### config.mk
export PLATFORM = sky130hd
export DESIGN_NAME = debounce_sync
export DESIGN_NICKNAME = d
export VERILOG_FILES = /design/src/rtl/debounce_pkg.sv /design/src/rtl/debounce_sync_chain.sv /design/src/rtl/debounce_sync.sv
export SDC_FILE = /design/constraint.sdc
export NUM_CORES = 1
export LEC_CHECK = 0
export BUFFER_PORTS_ARGS = -buffer_cell sky130_fd_sc_hd__buf_2
export CAP_MARGIN = 20
export CORE_MARGIN = 3
export CORE_UTILIZATION = 59
export DETAILED_ROUTE_END_ITERATION = 10
export GPL_ROUTABILITY_DRIVEN = 0
export HOLD_SLACK_MARGIN = 0.08
export PLACE_DENSITY = 0.79
export SETUP_SLACK_MARGIN = 0.1
export SLEW_MARGIN = 20
export SYNTH_ARGS = -nofsm -noshare
export SYNTH_HDL_FRONTEND = slang
export SYNTH_SLANG_ARGS = --single-unit
### constraint.sdc
create_clock -name clk -period 3.1 [get_ports clk]
set_input_delay 0.155 -clock clk [delete_from_list [all_inputs] [get_ports clk]]
set_output_delay 0.155 -clock clk [all_outputs]
set_load 0.02 [all_outputs]
### src/rtl/debounce_pkg.sv
// Shared types and limits for the input-conditioning blocks.
package debounce_pkg;

  typedef enum logic [1:0] {
    STABLE_LOW  = 2'd0,
    WAIT_HIGH   = 2'd1,
    STABLE_HIGH = 2'd2,
    WAIT_LOW    = 2'd3
  } state_t;

  localparam int SYNC_STAGES_MIN = 2;

endpackage

### src/rtl/debounce_sync_chain.sv
// Plain multi-flop synchronizer for bringing an asynchronous level into clk.
// Kept free of any logic between stages so it can be reused by other
// input-conditioning blocks.
module sync_chain #(
  parameter int   SYNC_STAGES = 2,
  parameter logic RESET_LEVEL = 1'b0
) (
  input  logic clk,
  input  logic rstN,
  input  logic d_async,
  output logic q
);

  logic [SYNC_STAGES-1:0] stages;

  // Shift the asynchronous input through the flop chain; reset loads the idle level.
  always_ff @(posedge clk or negedge rstN) begin
    if (!rstN) begin
      stages <= {SYNC_STAGES{RESET_LEVEL}};
    end else begin
      stages <= {stages[SYNC_STAGES-2:0], d_async};
    end
  end

  assign q = stages[SYNC_STAGES-1];

endmodule

### src/rtl/debounce_sync.sv
// Synchronizes and debounces a bouncy asynchronous input, producing a clean
// registered level, single-cycle rise/fall pulses and a busy flag while a
// candidate transition is being qualified.
module debounce_sync
  import debounce_pkg::*;
#(
  parameter int   SYNC_STAGES   = 2,
  parameter int   STABLE_CYCLES = 4,
  parameter int   CNT_W         = 16,
  parameter logic RESET_LEVEL   = 1'b0
) (
  input  logic clk,
  input  logic rstN,
  input  logic raw_in,
  input  logic en,
  output logic level_out,
  output logic rise_pulse,
  output logic fall_pulse,
  output logic busy
);

  // The WAIT state is entered with the counter at 1 (the first differing
  // sample already seen), so the move to the opposite stable state happens
  // on the sample that brings the count of differing samples to STABLE_CYCLES.
  localparam logic [CNT_W-1:0] CNT_ONE  = CNT_W'(1);
  localparam logic [CNT_W-1:0] CNT_LAST = CNT_W'(STABLE_CYCLES - 1);
  localparam logic [CNT_W-1:0] CNT_SAT  = CNT_W'(STABLE_CYCLES);
  localparam state_t           RESET_STATE = RESET_LEVEL ? STABLE_HIGH : STABLE_LOW;

  if (SYNC_STAGES < SYNC_STAGES_MIN || SYNC_STAGES > 4) begin : g_bad_sync
    $error("debounce_sync: SYNC_STAGES must be in 2..4");
  end
  if (STABLE_CYCLES < 1 || STABLE_CYCLES > (2**CNT_W) - 1) begin : g_bad_stable
    $error("debounce_sync: STABLE_CYCLES must be in 1..2**CNT_W-1");
  end

  logic             sync_in;
  state_t           state;
  state_t           state_nxt;
  logic [CNT_W-1:0] cnt;
  logic [CNT_W-1:0] cnt_nxt;
  logic             level_nxt;

  sync_chain #(
    .SYNC_STAGES (SYNC_STAGES),
    .RESET_LEVEL (RESET_LEVEL)
  ) u_sync (
    .clk     (clk),
    .rstN    (rstN),
    .d_async (raw_in),
    .q       (sync_in)
  );

  // Next-state logic: nothing moves while en is low, including aborts.
  always_comb begin
    state_nxt = state;
    cnt_nxt   = cnt;
    case (state)
      STABLE_LOW: begin
        if (en && sync_in) begin
          if (STABLE_CYCLES == 1) begin
            state_nxt = STABLE_HIGH;
            cnt_nxt   = '0;
          end else begin
            state_nxt = WAIT_HIGH;
            cnt_nxt   = CNT_ONE;
          end
        end
      end
      WAIT_HIGH: begin
        if (en) begin
          if (!sync_in) begin
            state_nxt = STABLE_LOW;
            cnt_nxt   = '0;
          end else if (cnt >= CNT_LAST) begin
            state_nxt = STABLE_HIGH;
            cnt_nxt   = '0;
          end else if (cnt < CNT_SAT) begin
            cnt_nxt = cnt + CNT_ONE;
          end
        end
      end
      STABLE_HIGH: begin
        if (en && !sync_in) begin
          if (STABLE_CYCLES == 1) begin
            state_nxt = STABLE_LOW;
            cnt_nxt   = '0;
          end else begin
            state_nxt = WAIT_LOW;
            cnt_nxt   = CNT_ONE;
          end
        end
      end
      WAIT_LOW: begin
        if (en) begin
          if (sync_in) begin
            state_nxt = STABLE_HIGH;
            cnt_nxt   = '0;
          end else if (cnt >= CNT_LAST) begin
            state_nxt = STABLE_LOW;
            cnt_nxt   = '0;
          end else if (cnt < CNT_SAT) begin
            cnt_nxt = cnt + CNT_ONE;
          end
        end
      end
      default: begin
        state_nxt = RESET_STATE;
        cnt_nxt   = '0;
      end
    endcase
    level_nxt = (state_nxt == STABLE_HIGH) || (state_nxt == WAIT_LOW);
  end

  // State, counter and all outputs are registered; pulses mark a level change at the same edge.
  always_ff @(posedge clk or negedge rstN) begin
    if (!rstN) begin
      state      <= RESET_STATE;
      cnt        <= '0;
      level_out  <= RESET_LEVEL;
      rise_pulse <= 1'b0;
      fall_pulse <= 1'b0;
      busy       <= 1'b0;
    end else begin
      state      <= state_nxt;
      cnt        <= cnt_nxt;
      level_out  <= level_nxt;
      rise_pulse <= level_nxt & ~level_out;
      fall_pulse <= ~level_nxt & level_out;
      busy       <= (state_nxt == WAIT_HIGH) || (state_nxt == WAIT_LOW);
    end
  end

endmodule

==> results of run 1 <==
logic make-up after synthesis:
logic type | Yosys count
adder cells (fa/ha/maj) | 1
flip-flops | 23
buffers and inverters | 3
AND/OR/NAND/NOR | 25
XOR/XNOR | 1
AO/OA/AOI/OAI | 10
multiplexers | 2
cells in the final DEF (no fill, tap or decap):
cell and instances:
dfrtp_1 23, and2_2 11, buf_2 7, nor4_1 3
o21ai_0 3, and2_1 3, clkbuf_4 3, nand4_1 2
inv_1 2, nand2_1 2, a21oi_1 2, dlygate4sd3_1 2
nor3_1 1, xor2_1 1, a21boi_0 1, mux2_2 1
and3_2 1, nand2b_1 1, or2b_1 1, mux2i_1 1
o211a_1 1, o21bai_2 1, o41ai_1 1, o21a_1 1
ha_1 1, clkinv_2 1
layer usage:
metal / up-vias / GRT usage [%] / part of all wire (%)
met4: 0 / 3.61 / 1.1
met1: 245 / 20.1 / 52
li1: 248 / - / -
met5: - / 0 / 0
met2: 7 / 21.2 / 43
met3: 2 / 3.66 / 3.1
registers in the layout, indices dropped and copies added, names as in the netlist:
name	cells
cnt	16
level_out	1
fall_pulse	1
rise_pulse	1
u_sync.stages	2
state	2
worst max-delay path: cells and delay by family, from the launching register on:
family | cells | cell delay (ns)
simple gates | 3 | 0.74
compound gates | 1 | 0.44
fa+ha+maj | 1 | 0.21
flops | 1 | 0.41
path summary, 6_finish.rpt:
check	startpoint	endpoint	slack, ns	cells past startpoint
worst max-delay path	cnt[0]$_DFFE_PN0P_	cnt[10]$_DFFE_PN0P_	1.26	5
worst max register to register	cnt[0]$_DFFE_PN0P_	cnt[10]$_DFFE_PN0P_	1.26	5
worst min register to register	u_sync.stages[0]$_DFF_PN0_	u_sync.stages[1]$_DFF_PN0_	0.37	0
max in group asynchronous	rstN	u_sync.stages[1]$_DFF_PN0_	2.45	2
min in group asynchronous	rstN	cnt[2]$_DFFE_PN0P_	0.33	2
worst min-delay path	en	cnt[0]$_DFFE_PN0P_	0.09	2
repair_timing:
| action | in CTS | in global routing |
|---|---|---|
| endpoints found under the hold margin | 24 | 0 |
| setup buffers | 0 | 0 |
| hold buffers | 2 | 0 |
layout make-up:
cell class                      instances  area (um^2)
Clock inverter                          1         5.00
Inverter                                2         7.51
Sequential cell                        23          576
Timing Repair Buffer                    9         55.1
Tap cell                               15         18.8
Clock buffer                            3         22.5
Fill cell                              93          387
Multi-Input combinational cell         39          279
power by group:
group          internal [uW]  total (uW)  switching [uW]
sequential               344         379            35.0
combinational           75.4         192             116
clock                   48.0         132            83.6
through the flow:
| step | hold slack (ns) | setup slack (ns) | power [uW] | cell area, um^2 |
|---|---|---|---|---|
| final | 0.0903 | 1.26 | 702 | 963 |
| after global routing | 0.0989 | 1.12 | 745 | 963 |
| after CTS | 0.0867 | 1.28 | 708 | 963 |
| after detailed placement | 0.137 | 1.38 | 574 | 916 |
| after global placement | 0.136 | 1.43 | 566 | 916 |
| after floorplan | -0.141 | 1.56 | 526 | 873 |
==> metrics.cfg, run 1 <==
[logic_synthesis]
yosysSeqAreaShare_pct = 65.9
ys_ff_latch = 23
synth_common_cells = 23 x dfrtp_1, 11 x and2_2, 3 x and2_1, 3 x nor4_1, 3 x o21ai_0
netlist_top_cells_area = dfrtp_1 66%, and2_2 9.5%, and2_1 2.1%
syn_area_per_cell_um2 = 13.4
ys.flop_type = dfrtp_1
synthCells = 65
post-synth-top-count-cell = dfrtp_1
synth-simple-area-share_pct = 19.1
synth_mux_area_share_pct = 2.44
synthArstFlopShare_pct = 100
synth_top_family_by_area = simple AND/OR/NAND/NOR gates
netlist-cell-type-count = 23
synth_top_area_share_pct = 65.9
synth_fa_ha_area_share_pct = 1.43
yosysTopAreaCell = dfrtp_1
synth_xor_area_share_pct = 1.00
synth-warning-count = 0
synth_compound_area_share_pct = 8.02
synth_edf_count = 0
syn_area_um2 = 873
syn_nets = 70

[clocking]
cts_resized = 0
clkLatencyLatePin_ns = 0.30
numCtsBuffers = 3
clk_root_buffer_cell = clkbuf_4
clock_sinks = 23
tritoncts = done
htreeDepth = 1
clockBufferDepth = 2
clkTransAtPathRegs_ns = 0.12

[global_route]
grt_start_max_net_pins = 24
grt-ovfl-total = 0
track_usage_pct = 14.0
grt_pass1_vias = 449
antenna_found_initial = 0
grt_pass1_wl_mm = 1.97

[worst_setup_path]
path_max_fanout = 14
worstPathRequired_ns = 3.35
end_kind = register
slowest_stage = o21bai_2
cp.arrival_ns = 2.09
critPathLaunchType = register
crit_path_max_incr_delay_ns = 0.44
path_class = register to register
crit_chain = ha_1 -> nor4_1 -> nand4_1 -> o21bai_2 -> and2_2

[timing]
worst-slew-pin-transition_ns = 0.475
min_period_over_period_pct = 59.3
slew_headroom_pct = 68.3
finalMaxSlewViolations = 0
rsz0062_at_grt = no
tns_ns = 0
fin_crit_ns = 1.84
setup_violations = 0
max_freq_ghz = 0.544
fin_worst_skew_ns = 0.00618
hold_viol = 0

[die]
core-area_mm2 = 0.00135
ios = 8
die_area_mm2 = 0.00198
start_util_pct = 64.7
rows = 13
die_x_um = 44.5
die_y_um = 44.5

[cells_and_area]
syn_to_final_growth_pct = 10.3
n_antenna_cell = 0
final_nets = 83
fin_cells = 92
finish.utilization_pct = 71.4
drive_above_1_share_pct = 32.5

[route]
num_vias = 502
dr.pass1.iters = 4
via_per_inst = 5.46
drt_iter0_drc = 3
route.detailed.drc = 0
ant_nets = 0
avgRoutedWirePerCell_um = 13.4
wirelength_mm = 1.23

[place]
dp_hpwl_um = 851
port_buffers = 7
dp_cells = 86

[pwr]
irDropWorstVdd_mv = 0.667
p_leak_uw = 0.000498
power_density_mw_per_mm2 = 729

[status]
outcome = finished, final reports clean

[flow_run]
cap_viol_max_count = 0

[worst_hold_path]
hold_class = input pin to register

No activity file was read; power rests on OpenSTA's default activity.
==> inputs of run 2 (changes only) <==
--- a/config.mk
+++ b/config.mk
@@ -8,11 +8,11 @@
 export BUFFER_PORTS_ARGS = -buffer_cell sky130_fd_sc_hd__buf_2
 export CAP_MARGIN = 20
 export CORE_MARGIN = 3
-export CORE_UTILIZATION = 59
+export CORE_UTILIZATION = 55
 export DETAILED_ROUTE_END_ITERATION = 10
 export GPL_ROUTABILITY_DRIVEN = 0
 export HOLD_SLACK_MARGIN = 0.08
-export PLACE_DENSITY = 0.79
+export PLACE_DENSITY = 0.75
 export SETUP_SLACK_MARGIN = 0.1
 export SLEW_MARGIN = 20
 export SYNTH_ARGS = -nofsm -noshare
==> constraint.sdc (replaced) <==
create_clock -name clk -period 1.7 [get_ports clk]
set_input_delay 0.085 -clock clk [delete_from_list [all_inputs] [get_ports clk]]
set_output_delay 0.085 -clock clk [all_outputs]
set_load 0.02 [all_outputs]
==> metrics.cfg, run 2 (same netlist as run 1, synthesis figures left out) <==
[cells_and_area]
fin_cells = 96
final_nets = 87
syn_to_final_growth_pct = 20.3
regArea_um2 = 576
largest_reg_flops = 16
n_antenna_cell = 0
multi_input_area_um2 = 332
drive_above_1_share_pct = 42.0
mostFrequentLayoutCells = 23 x dfrtp_1, 11 x and2_2, 7 x buf_2
nFillCells = 97
top_register = cnt
fin_area_mm2 = 0.00105
top_regs = cnt (16), state (2), u_sync.stages (2)
layout_commonest_cell = dfrtp_1

[route]
avgRoutedWirePerCell_um = 13.1
dr.pass1.iters = 4
route.detailed.drc = 0
ant_nets = 0
num_vias = 492
drt_iter0_drc = 6
wirelength_mm = 1.26
via_per_inst = 5.13

[die]
start_util_pct = 62.4
die_y_um = 45.9
rows = 13
core-area_mm2 = 0.00140
die_area_mm2 = 0.00210
ios = 8
die_x_um = 45.9

[pwr]
finalPower_uw = 1370
p_leak_uw = 0.000529
irDropWorstVdd_mv = 0.810
power_density_mw_per_mm2 = 1300

[worst_setup_path]
slowest_stage = dfrtp_1
path_class = register to register
critPathLaunchType = register
worstPathRequired_ns = 1.95
startpoint = cnt[10]$_DFFE_PN0P_
path_max_fanout = 4
rrSetupSlack_ns = 0.15
worstReg2RegEnd = state[0]$_DFF_PN0_
crit_path_max_incr_delay_ns = 0.42
r2r.worst_path.cells = 5
cp.arrival_ns = 1.80
crit_chain = nor4_4 -> nand4_1 -> buf_4 -> a21boi_0 -> mux2_2
end_kind = register
endpoint = state[0]$_DFF_PN0_
r2r-start = cnt[10]$_DFFE_PN0P_

[global_route]
grt-busiest-layer = met1
grt-ovfl-total = 0
use_met3_pct = 3.56
use_met2_pct = 21.4
track_usage_pct = 15.4
antenna_found_initial = 0
use_met1_pct = 22.8
grt_start_max_net_pins = 24
grt_pass1_vias = 500
grt_pass1_wl_mm = 2.28

[timing]
max_freq_ghz = 0.647
whs_ns = 0.259
tns_ns = 0
rsz0062_at_grt = yes
fin_worst_skew_ns = 0.0119
worst-slew-pin-transition_ns = 0.474
fin_crit_ns = 1.55
hold_viol = 0
min_period_over_period_pct = 90.9
setup_violations = 0
slew_headroom_pct = 68.4
finalMaxSlewViolations = 0

[clocking]
htreeDepth = 1
clock_sinks = 23
tritoncts = done
numCtsBuffers = 3
clkLatencyLatePin_ns = 0.30
clk_root_buffer_cell = clkbuf_4
clockBufferDepth = 2
clkTransAtPathRegs_ns = 0.12

[status]
outcome = finished, final reports clean

[worst_hold_path]
hold_class = input pin to async pin

[place]
dpl-instance-area_um2 = 931
dp_hpwl_um = 820
dp_cells = 88
port_buffers = 7

[flow_run]
cap_viol_max_count = 0

==> run 2: final cells by class <==
class                      count  area share [%]
clock buffer                   4            2.50
inverter                       2           0.714
multi-input combinational     39            31.5
sequential                    23            54.8
tap                           15            1.79
timing repair buffer          13            8.69
==> run 2: power by group <==
part	internal (uW)	total, uW	switching [uW]
logic	199	442	243
clock network	91.3	232	141
registers	627	691	63.9
==> run 2: per-stage QoR <==
| stage | setup slack [ns] | util, % |
|---|---|---|
| floorplan | 0.161 | - |
| global placement | 0.135 | 66.5 |
| detailed placement | 0.0423 | 66.5 |
| CTS | 0.0930 | 72.1 |
| global route | 0.0759 | 75.1 |
| finish | 0.154 | 75.1 |
==> run 2: worst min path at each step <==
stage,start,to,slack (ns)
final,rstN,cnt[5]$_DFFE_PN0P_,0.26
after global routing,rstN,cnt[2]$_DFFE_PN0P_,0.28
after CTS,rstN,cnt[2]$_DFFE_PN0P_,0.27
after detailed placement,rstN,cnt[10]$_DFFE_PN0P_,0.07
after global placement,rstN,cnt[9]$_DFFE_PN0P_,0.07
after floorplan,rstN,cnt[0]$_DFFE_PN0P_,-0.21
==> run 2: repair_timing <==
action,4_1_cts,5_1_grt
hold buffers,3,0
endpoints found under the setup margin,3,21
pin swaps,1,4
gates resized for setup,2,9
hold endpoints to repair,25,0
buffers inserted,1,0
==> run 2: layer usage <==
| layer | share of wire (%) | wire (um) |
|---|---|---|
| met2 | 43 | 546 |
| met4 | 0.95 | 12 |
| met1 | 52 | 651 |
| met3 | 3.8 | 48 |
| met5 | 0 | 0 |
==> run 2: worst max-delay path: cells and delay by family, from the launching register on <==
| kind | cells | cell delay, ns |
|---|---|---|
| and+or+nand+nor | 2 | 0.55 |
| DFF | 1 | 0.42 |
| buffers and inverters | 1 | 0.21 |
| muxes | 1 | 0.17 |
| AOI/OAI and AO/OA | 1 | 0.16 |
